<file path="src/rtl/bt656_sync_decoder.sv">
// BT.656 receive timing decoder: EAV/SAV parsing, XY check, H/V/F, counters and line lock.
// Optional build macro BT656_XY_CORRECT_EN enables single-bit XY correction.
module bt656_sync_decoder #(
  parameter int LINE_SIZE  = 1716,
  parameter int LINE_COUNT = 525,
  parameter int LOCK_LINES = 4
) (
  input  logic        clk,
  input  logic        reset,
  input  logic [9:0]  bt656_stream_in,
  output logic [9:0]  video_out,
  output logic        active_valid,
  output logic        H,
  output logic        V,
  output logic        F,
  output logic [10:0] h_count,
  output logic [9:0]  line_count,
  output logic        timing_code,
  output logic        sync_error,
  output logic        timing_locked,
  output logic [1:0]  lock_state
);

  // Streaming interface: no valid/ready handshake. One word is accepted every clk and
  // every output describes the word currently on video_out. lock_state: 0 search, 1 track, 2 locked.
  localparam logic [1:0] ST_SEARCH = 2'd0;
  localparam logic [1:0] ST_TRACK  = 2'd1;
  localparam logic [1:0] ST_LOCKED = 2'd2;

  localparam int SW = $clog2(LINE_SIZE + 5);
  localparam int RW = $clog2(LOCK_LINES + 1);
  localparam logic [SW-1:0] SPACING   = SW'(LINE_SIZE);
  localparam logic [SW-1:0] TIMEOUT   = SW'(LINE_SIZE + 4);
  localparam logic [10:0]   H_LAST    = 11'(LINE_SIZE - 1);
  localparam logic [9:0]    LINE_LAST = 10'(LINE_COUNT - 1);
  localparam logic [RW-1:0] RUN_LOCK  = RW'(LOCK_LINES);

  logic [9:0]    s0, s1, s2, s3;
  logic [3:0]    calc_p, syndrome;
  logic          xy_ok, xy_f, xy_v, xy_h;
  logic          pre_code;
  logic          det_q, dq_ok, dq_f, dq_v, dq_h;
  logic          eav_ok, sav_ok;
  logic [3:0]    code_sr;
  logic          act_en;
  logic [SW-1:0] since_eav;
  logic [RW-1:0] run, run_next;
  logic [1:0]    lock_next;

  // XY decode runs on the incoming word one cycle before its preamble reaches video_out,
  // so every registered output lines up with video_out without extra delay.
  always_comb begin
    calc_p   = {bt656_stream_in[7] ^ bt656_stream_in[6],
                bt656_stream_in[8] ^ bt656_stream_in[6],
                bt656_stream_in[8] ^ bt656_stream_in[7],
                bt656_stream_in[8] ^ bt656_stream_in[7] ^ bt656_stream_in[6]};
    syndrome = bt656_stream_in[5:2] ^ calc_p;
    xy_f     = bt656_stream_in[8];
    xy_v     = bt656_stream_in[7];
    xy_h     = bt656_stream_in[6];
`ifdef BT656_XY_CORRECT_EN
    xy_ok    = bt656_stream_in[9];
    case (syndrome)
      4'b0000, 4'b1000, 4'b0100, 4'b0010, 4'b0001: begin
      end
      4'b0111: xy_f = ~bt656_stream_in[8];
      4'b1011: xy_v = ~bt656_stream_in[7];
      4'b1101: xy_h = ~bt656_stream_in[6];
      default: xy_ok = 1'b0;
    endcase
`else
    xy_ok    = bt656_stream_in[9] && (syndrome == 4'b0000);
`endif
  end

  assign pre_code = (s2 == 10'h3FF) && (s1 == 10'h000) && (s0 == 10'h000);

  // det_q is high exactly when the preamble 3FF sits on video_out.
  assign eav_ok = det_q && dq_ok && dq_h;
  assign sav_ok = det_q && dq_ok && !dq_h;

  always_ff @(posedge clk) begin
    if (reset) begin
      s0      <= 10'h000;
      s1      <= 10'h000;
      s2      <= 10'h000;
      s3      <= 10'h000;
      det_q   <= 1'b0;
      dq_ok   <= 1'b0;
      dq_f    <= 1'b0;
      dq_v    <= 1'b0;
      dq_h    <= 1'b0;
      code_sr <= 4'b0000;
    end else begin
      s0      <= bt656_stream_in;
      s1      <= s0;
      s2      <= s1;
      s3      <= s2;
      det_q   <= pre_code;
      dq_ok   <= xy_ok;
      dq_f    <= xy_f;
      dq_v    <= xy_v;
      dq_h    <= xy_h;
      code_sr <= {code_sr[2:0], pre_code};
    end
  end

  assign video_out    = s3;
  assign timing_code  = |code_sr;
  assign active_valid = act_en && !timing_code;

  always_ff @(posedge clk) begin
    if (reset) begin
      h_count    <= 11'd0;
      line_count <= 10'd0;
      H          <= 1'b0;
      V          <= 1'b0;
      F          <= 1'b0;
      act_en     <= 1'b0;
      sync_error <= 1'b0;
      since_eav  <= '0;
    end else begin
      // An EAV arriving on the wrap cycle still yields a single zero.
      if (pre_code && xy_ok && xy_h)
        h_count <= 11'd0;
      else if (h_count == H_LAST)
        h_count <= 11'd0;
      else
        h_count <= h_count + 11'd1;

      sync_error <= det_q && !dq_ok;

      if (det_q && dq_ok) begin
        F <= dq_f;
        V <= dq_v;
        H <= dq_h;
      end

      if (eav_ok)
        act_en <= 1'b0;
      else if (sav_ok)
        act_en <= !dq_v;

      // F here is still the previous code's field bit: 1->0 marks frame start.
      if (eav_ok) begin
        if (F && !dq_f)
          line_count <= 10'd0;
        else if (line_count != LINE_LAST)
          line_count <= line_count + 10'd1;
      end

      if (eav_ok)
        since_eav <= SW'(1);
      else if (since_eav != TIMEOUT)
        since_eav <= since_eav + SW'(1);
    end
  end

  // A bad XY drops lock even if it would otherwise have advanced the run.
  always_comb begin
    lock_next = lock_state;
    run_next  = run;
    case (lock_state)
      ST_SEARCH: begin
        if (eav_ok) begin
          lock_next = ST_TRACK;
          run_next  = RW'(1);
        end
      end
      ST_TRACK, ST_LOCKED: begin
        if (det_q && !dq_ok) begin
          lock_next = ST_SEARCH;
        end else if (eav_ok) begin
          if (since_eav != SPACING) begin
            lock_next = ST_SEARCH;
          end else if (lock_state == ST_TRACK) begin
            run_next = run + RW'(1);
            if (run_next == RUN_LOCK)
              lock_next = ST_LOCKED;
          end
        end else if (since_eav == TIMEOUT) begin
          lock_next = ST_SEARCH;
        end
      end
      default: lock_next = ST_SEARCH;
    endcase
  end

  always_ff @(posedge clk) begin
    if (reset) begin
      lock_state <= ST_SEARCH;
      run        <= '0;
    end else begin
      lock_state <= lock_next;
      run        <= run_next;
    end
  end

  assign timing_locked = (lock_state == ST_LOCKED);

endmodule

</file>
<file path="config.mk">
export PLATFORM = sky130hd
export DESIGN_NAME = bt656_sync_decoder
export DESIGN_NICKNAME = d
export VERILOG_FILES = /design/src/rtl/bt656_sync_decoder.sv
export SDC_FILE = /design/constraint.sdc
export NUM_CORES = 1
export LEC_CHECK = 0
export BUFFER_PORTS_ARGS = -buffer_cell sky130_fd_sc_hd__buf_4
export CAP_MARGIN = 5
export CORE_ASPECT_RATIO = 0.5
export CORE_MARGIN = 2
export CORE_UTILIZATION = 56
export CTS_CLUSTER_SIZE = 14
export DETAILED_ROUTE_END_ITERATION = 12
export HOLD_SLACK_MARGIN = 0.02
export PLACE_DENSITY = 0.79
export SETUP_SLACK_MARGIN = 0.2
export SYNTH_ARGS = -nofsm -noshare
export SYNTH_HDL_FRONTEND = slang
export SYNTH_SLANG_ARGS = --single-unit
</file>
<file path="constraint.sdc">
create_clock -name clk -period 2.11 [get_ports clk]
set_input_delay 0.422 -clock clk [delete_from_list [all_inputs] [get_ports clk]]
set_output_delay 0.422 -clock clk [all_outputs]
set_load 0.01 [all_outputs]
</file>
Word-level counts from Yosys, hierarchy flattened
Cells that the tools add are included.
Storage, ports and cells
  register bits: 91
  input port bits: 12
  word-level logic and storage cells: 95
  output and inout bits: 40
Cells by class
  add/subtract/negate cells: 4
  mux-type cells: 18
  equal/unequal tests: 17
  bitwise logic cells: 5
  reductions and logical operators: 30
Operator list (count)
  adder 11 x 1 -> 11 bit, second input constant: 2
  equality test 11 bit, second input constant: 2
  != test 11 bit, second input constant: 2
  zero test 10 bit: 2
  two-way mux 10 bit: 2
  two-way mux 3 bit: 5
  two-way mux 2 bit: 7
  logical AND 1 bit: 11
  adder 10 x 1 -> 10 bit, second input constant: 1
  equality test 10 bit, second input constant: 1
  != test 10 bit, second input constant: 1
  != test 2 bit, second input constant: 5
  != test 5 bit, second input constant: 2
  case mux 3 bit (2 select lines): 1
  AND reduction 6 bit: 1
  nonzero test 2 bit: 3
  zero test 1 bit: 5
  zero test 4 bit: 1
  != test 4 bit, second input constant: 1
  case mux 2 bit (2 select lines): 1
  AND reduction 4 bit: 1
  OR reduction 2 bit: 2
  OR reduction 4 bit: 1
  XOR 1 bit: 4
  9 further kinds: 10

Longest topological paths before layout
Gate-level depths: netlist of run 1.
  depth after elaboration: 8
  mapped depth: 8
  mapped depth without buffers: 7

Least setup slack after synthesis of run 1
Ideal clock, no wire load.
  kind: reg2reg
  start point: reg lock_state[0]
  end point: reg run[1]
  setup time: 0.086 ns
  stages on the path, launching flop included: 8
  path buffers: 1
  period minus slack after synthesis: 1.783 ns
  setup slack: 0.327 ns
  data arrival time: 1.698 ns
  data required time: 2.024 ns
  cells stage by stage: dfxtp_1 > inv_1 > ha_1 > clkbuf_1 > nand4_2 > nor3_1 > nor2_1 > a211oi_1
On the way
  word-level cells in the longest chain between the ends: 4
  elaborated cells between the ends (all ways): 12
  those cells by class: eq/ne: 7; mux: 1; reduce/logical: 4
Ends and longest elaborated chain
  start: declaration: line 21  | output logic [1:0] lock_state
  start signal: assignment: line 194  | lock_state <= lock_next;
  equality test 2 bit or equality test 2 x 1 -> 1 bit (tied branches): line 163, 176
  OR reduction 2 bit: line 163  | case (lock_state)
  != test 2 bit (no source line) or nonzero test 2 bit (tied branches)
  AND reduction 6 bit (no source line)
  end signal: assignment: line 195  | run <= run_next;
  end: declaration: line 47  | logic [RW-1:0] run, run_next;
Several ways; a longest one is shown, not always the timed one.
A chain may end at the register's enable or synchronous reset.

Worst setup path in the final report of run 1
  start point: reg code_sr[0]
  end point: out active_valid
On the way
  word-level cells in the longest chain between the ends: 3
Ends and longest elaborated chain
  start: declaration: line 44  | logic [3:0] code_sr;
  start signal: assignment: line 104  | code_sr <= {code_sr[2:0], pre_code};
  OR reduction 4 bit: line 109  | assign timing_code = |code_sr;
  zero test 1 bit: line 110  | assign active_valid = act_en && !timing_code;
  logical AND 1 bit: line 110
  end: declaration: line 12  | output logic active_valid,
No other way between the ends.

==> results of run 1 <==
## worst reg2reg max path, cell delays in order, from the launching register on
cell	delay, ns
dfxtp_1	0.33
inv_1	0.10
ha_1	0.15
and4_1	0.26
and4b_2	0.37
a2bb2oi_2	0.20
a21boi_2	0.19
mux2i_1	0.18
## through the flow
step,utilization,hold WS [ns],worst slack (ns),cells
6_report,0.708,0.323,0.249,521
5_1_grt,0.708,0.336,0.204,521
4_1_cts,0.702,0.313,0.205,519
3_5_place_dp,0.653,0.451,0.170,503
3_3_place_gp,0.653,0.445,0.238,503
2_1_floorplan,-,0.429,0.327,375
## power by group
group          switching (W)  internal, W
clock               0.000697     0.000826
combinational       0.000116     0.000103
sequential         0.0000359      0.00168
total               0.000849      0.00261
## worst max path at each step
| stage | startpoint | to | slack (ns) | cells past startpoint |
|---|---|---|---|---|
| floorplan | lock_state[0]$_SDFFE_PP0P_ | run[1]$_SDFFE_PP0P_ | 0.33 | 7 |
| global placement | s0[8]$_SDFF_PP0_ | h_count[8]$_SDFF_PP0_ | 0.24 | 5 |
| detailed placement | s0[3]$_SDFF_PP0_ | h_count[8]$_SDFF_PP0_ | 0.17 | 5 |
| CTS | code_sr[0]$_SDFF_PP0_ | active_valid | 0.21 | 3 |
| global route | lock_state[0]$_SDFFE_PP0P_ | run[1]$_SDFFE_PP0P_ | 0.20 | 6 |
| finish | code_sr[0]$_SDFF_PP0_ | active_valid | 0.25 | 3 |
## final cells by class
cell class | instances | area, um2
Multi-Input combinational cell | 260 | 1680
Clock inverter | 7 | 63.8
Fill cell | 446 | 1780
Clock buffer | 9 | 225
Sequential cell | 87 | 1750
Inverter | 13 | 48.8
Tap cell | 88 | 110
Timing Repair Buffer | 57 | 428
## cells in the mapped netlist (3+ instances only)
master	instances	area, um2
a21oi_1	13	65.1
and4_1	5	43.8
clkbuf_1	12	45.0
dfxtp_1	87	1740
ha_1	10	125
inv_1	13	48.8
nand2_1	27	101
nand2b_1	9	56.3
nand3_1	13	65.1
nand4_1	10	62.6
nor2_1	37	139
nor2b_1	46	288
nor3_1	13	65.1
nor4_1	3	18.8
nor4bb_1	3	30.0
o21ai_0	4	20.0
o22ai_1	3	18.8
o31ai_1	3	22.5
xnor2_1	11	96.3
xor2_1	16	140
## layer usage
layer / global-route usage / up-vias / part of all wire
li1: - / 1394 / -
met1: 0.271 / 1316 / 0.45
met2: 0.397 / 77 / 0.48
met3: 0.0700 / 10 / 0.052
met4: 0.0799 / 0 / 0.011
met5: 0 / - / 0
## state kept, by name, summed over array words and instances (netlist names), 2 cells and up
signal / cells
code_sr: 4
h_count: 11
line_count: 10
lock_state: 2
run: 3
s0: 10
s1: 10
s2: 10
since_eav: 11
video_out: 10
## timing repair
| item | 4_1_cts | 5_1_grt |
|---|---|---|
| pin swaps | 0 | 2 |
| gates resized for setup | 3 | 7 |
| endpoints found under the hold margin | 0 | 0 |
| endpoints found under the setup margin | 12 | 13 |
| setup buffers | 0 | 2 |
## logic make-up after synthesis
family | count (synthesis) | synth area share
flops | 87 | 0.495
fa+ha+maj | 10 | 0.0356
xor+xnor | 27 | 0.0672
simple gates | 183 | 0.290
buf+inv | 28 | 0.0334
compound gates | 38 | 0.0729
mux | 2 | 0.00569
==> results.yml, run 1 <==
timing:
  hold_viol_final: 0
  clock_skew_ns: 0.00652
  rsz0062_at_grt: "no"
  fin_crit_sh: 0.882
  setup_viol: 0
  tightest_slew_ns: 0.676
  finalSetupTns_ns: 0
  fmaxAchievable_mhz: 537
  min_period_ns: 1.86
  relSlewSlack: 0.545
  finalMaxSlewViolations: 0
cells_and_area:
  finalNetCount: 450
  diodes: 0
  layout_common_cells: "dfxtp_1 (86), buf_4 (57), nor2b_1 (46), nor2_1 (36), nand2_1 (27)"
  final_area_um2: 4300
  area_growth_pct: 22.3
  mostFrequentLayoutCell: "dfxtp_1"
  drive_gt1_frac: 0.199
clocking:
  cts_tree: "built"
  cts.sinks: 87
  cts_buffers: 9
  cts_root_buf: "clkbuf_16"
  cts_buffer_depth: 2
  clk_latency_ns: 0.34
  path_clk_slew_ns: 0.06
  cts_max_level: 3
  hold_buffers: 0
worst_setup_path:
  cp_slowest_cell: "or4_4"
  cp_max_fo: 7
  start_kind: "flip-flop"
  cp_data_arrival_time_ns: 1.44
  worst-path-buf-inv: 1
  reg2reg_to: "lock_state[0]$_SDFFE_PP0P_"
  worst_ep_required_time_ns: 1.69
  critPathMaxStageDelay_ns: 0.51
  r2r_slack_ns: 0.26
  cp_top_family: "simple AND/OR/NAND/NOR gates"
  crit_chain: "or4_4, nor2_4, buf_4"
  path_class: "flip-flop to primary output"
  r2r_start: "since_eav[0]$_SDFFE_PP0P_"
  critPathCaptureType: "primary output"
  worst-r2r-cell-count: 7
floorplanning:
  die_h_um: 60.1
  start_util: 0.579
  rows: 20
  core_area_um2: 6080
  io_pins: 52
  dieArea_um2: 6970
  die_x_um: 116
routing:
  ant_nets: 0
  wire_per_inst_um: 14.4
  vias_per_cell: 5.37
  first_iter_violations: 138
  vias: 2797
  firstDrtPassIters: 4
  drt_wl_total_um: 7520
  drcViolationCount: 0
synthesis:
  synth_seq_cells: 87
  synth_edf_count: 0
  postSynthCellCount: 375
  syn_area_per_cell_um2: 9.38
  synth_nets: 397
  synthArstFlopShare: 0
  ys_types: 47
  synth-main-ff-cell: "dfxtp_1"
  yosysSeqAreaShare: 0.495
  ys_warn_count: 0
  synth_area_um2: 3520
power:
  finalPower_w: 0.00346
  p_per_area_nw_per_um2: 805
  ir_drop_mv: 0.426
  power.leakage_nw: 1.75
global_route:
  first_global_vias: 2659
  antenna_found_initial: 0
  grt_overflow_total: 0
  track_usage: 0.227
  grt_max_degree: 46
  grt_pass1_wl_um: 12100
status:
  status: "finished, final reports clean"
placement:
  gp_congestion: 0.859
  dp_hpwl_um: 4950
  placedInstanceArea_um2: 3970
  port_buffers: 51
hold_path:
  holdCritStartpoint: "bt656_stream_in[9]"
  hp-class: "input port to flip-flop"
  hold_depth: 2
  hold_end: "s0[9]$_SDFF_PP0_"
run:
  cap_violations: 0
Power figures use the tool's default switching activity.
==> inputs of run 2 (changes only) <==
--- a/config.mk
+++ b/config.mk
@@ -10,9 +10,10 @@
 export CORE_ASPECT_RATIO = 0.5
 export CORE_MARGIN = 2
-export CORE_UTILIZATION = 56
+export CORE_UTILIZATION = 50
+export CTS_CLUSTER_DIAMETER = 40
 export CTS_CLUSTER_SIZE = 14
 export DETAILED_ROUTE_END_ITERATION = 12
 export HOLD_SLACK_MARGIN = 0.02
-export PLACE_DENSITY = 0.79
+export PLACE_DENSITY = 0.71
 export SETUP_SLACK_MARGIN = 0.2
 export SYNTH_ARGS = -nofsm -noshare
==> constraint.sdc (replaced) <==
create_clock -name clk -period 2.11 [get_ports clk]
set_input_delay 0.211 -clock clk [delete_from_list [all_inputs] [get_ports clk]]
set_output_delay 0.211 -clock clk [all_outputs]
set_load 0.01 [all_outputs]
==> results.yml, run 2 (same netlist as run 1, synthesis figures left out) <==
worst_setup_path:
  critPathMaxStageDelay_ns: 0.44
  start_kind: "flip-flop"
  cp_max_fo: 9
  worst-path-buf-inv: 1
  cp_slowest_cell: "ha_2"
  cp_top_family: "simple AND/OR/NAND/NOR gates"
  path_class: "flip-flop to flip-flop"
  crit_chain: "inv_1, ha_2, nand4_2, nor3_1, xnor2_1, a21oi_1"
  critPathCaptureType: "flip-flop"
  worst_ep_required_time_ns: 2.32
  cp_data_arrival_time_ns: 2.05
timing:
  fmaxAchievable_mhz: 544
  tightest_slew_ns: 0.707
  fin_crit_sh: 0.871
  hold_viol_final: 0
  clock_skew_ns: 0.00698
  finalSetupTns_ns: 0
  relSlewSlack: 0.524
  setup_viol: 0
  rsz0062_at_grt: "yes"
  min_period_ns: 1.84
  finalMaxSlewViolations: 0
floorplanning:
  die_x_um: 123
  start_util: 0.521
  core_area_um2: 6750
  io_pins: 52
  dieArea_um2: 7760
  die_h_um: 63.3
  rows: 21
routing:
  drcViolationCount: 0
  ant_nets: 0
  vias: 2776
  wire_per_inst_um: 14.2
  vias_per_cell: 5.29
  first_iter_violations: 207
  drt_wl_total_um: 7430
  firstDrtPassIters: 4
placement:
  port_buffers: 51
  placedInstanceArea_um2: 3990
  gp_congestion: 0.827
  dp_hpwl_um: 5080
global_route:
  grt_pass1_wl_um: 12300
  first_global_vias: 2685
  antenna_found_initial: 0
  grt_overflow_total: 0
  grt_max_degree: 45
  track_usage: 0.203
run:
  cap_violations: 0
clocking:
  path_clk_slew_ns: 0.06
  cts_tree: "built"
  cts.sinks: 87
  hold_buffers: 0
  cts_buffers: 9
  cts_root_buf: "clkbuf_16"
  clk_latency_ns: 0.34
  cts_max_level: 3
  cts_setup_buffers: 0
  cts_buffer_depth: 2
cells_and_area:
  multi_input_area_um2: 1700
  final_area_um2: 4310
  finalNetCount: 450
  mostFrequentLayoutCell: "dfxtp_1"
  drive_gt1_frac: 0.194
  diodes: 0
  top_regs: "h_count (11), since_eav (11)"
  seq_area_um2: 1740
  num-fill-cells: 548
  layout_common_cells: "dfxtp_1 (87), buf_4 (56), nor2b_1 (46), nor2_1 (37), nand2_1 (27)"
  area_growth_pct: 22.5
hold_path:
  hp-class: "input port to flip-flop"
status:
  status: "finished, final reports clean"
power:
  p_per_area_nw_per_um2: 795
  ir_drop_mv: 0.357
  power.leakage_nw: 1.78
==> run 2: cell count changes in the layout (fill, tap and decap cells not counted), sizes merged <==
| cell | delta |
|---|---|
| buf | -1 |
| clkinv | +3 |
| inv | -3 |
| clkbuf | +1 |
| and4 | +1 |
| clkinvlp | -1 |
==> run 2: timing repair <==
action	4_1_cts	5_1_grt
endpoints found under the setup margin	12	15
cloned	0	1
resized for setup	3	5
hold endpoints to repair	0	0
pin swaps	0	3
==> run 2: path summary, 6_finish.rpt <==
kind	startpoint	end	slack, ns	cells past startpoint
worst min-delay path	bt656_stream_in[9]	s0[9]$_SDFF_PP0_	0.1	2
worst min register to register	s2[2]$_SDFF_PP0_	video_out[2]$_SDFF_PP0_	0.46	1
worst max register to register	lock_state[1]$_SDFFE_PP0P_	run[0]$_SDFFE_PP0P_	0.27	6
worst max-delay path	lock_state[1]$_SDFFE_PP0P_	run[0]$_SDFFE_PP0P_	0.27	6
==> run 2: area by class of cell <==
class,count,area share
sequential,87,0.404
multi-input combinational,261,0.395
timing repair buffer,56,0.0975
clock buffer,10,0.0554
tap,92,0.0267
inverter,13,0.0113
clock inverter,6,0.0102
==> run 2: metrics by stage <==
stage                     hold slack (ns)  cells   util  worst slack, ns  power, W
after detailed placement            0.445    508  0.590            0.149   0.00197
after global routing                0.123    525  0.638            0.121   0.00357
after global placement              0.444    508  0.590            0.229   0.00196
final                              0.0978    525  0.638            0.271   0.00343
after CTS                          0.0875    524  0.633            0.219   0.00346
after floorplan                     0.339    375      -            0.327   0.00189
==> run 2: power breakdown <==
group,internal (W),leakage (nW),switching (W)
sequential,0.00169,0.708,0.0000345
clock,0.000835,0.139,0.000651
combinational,0.000105,0.930,0.000116
==> run 2: per-layer routing <==
metal  track usage  wire (um)  vias up
li1              -          -     1382
met1         0.259       3500     1301
met2         0.324       3380       84
met3        0.0616        470        9
met4        0.0819         79        0
met5             0          0        -
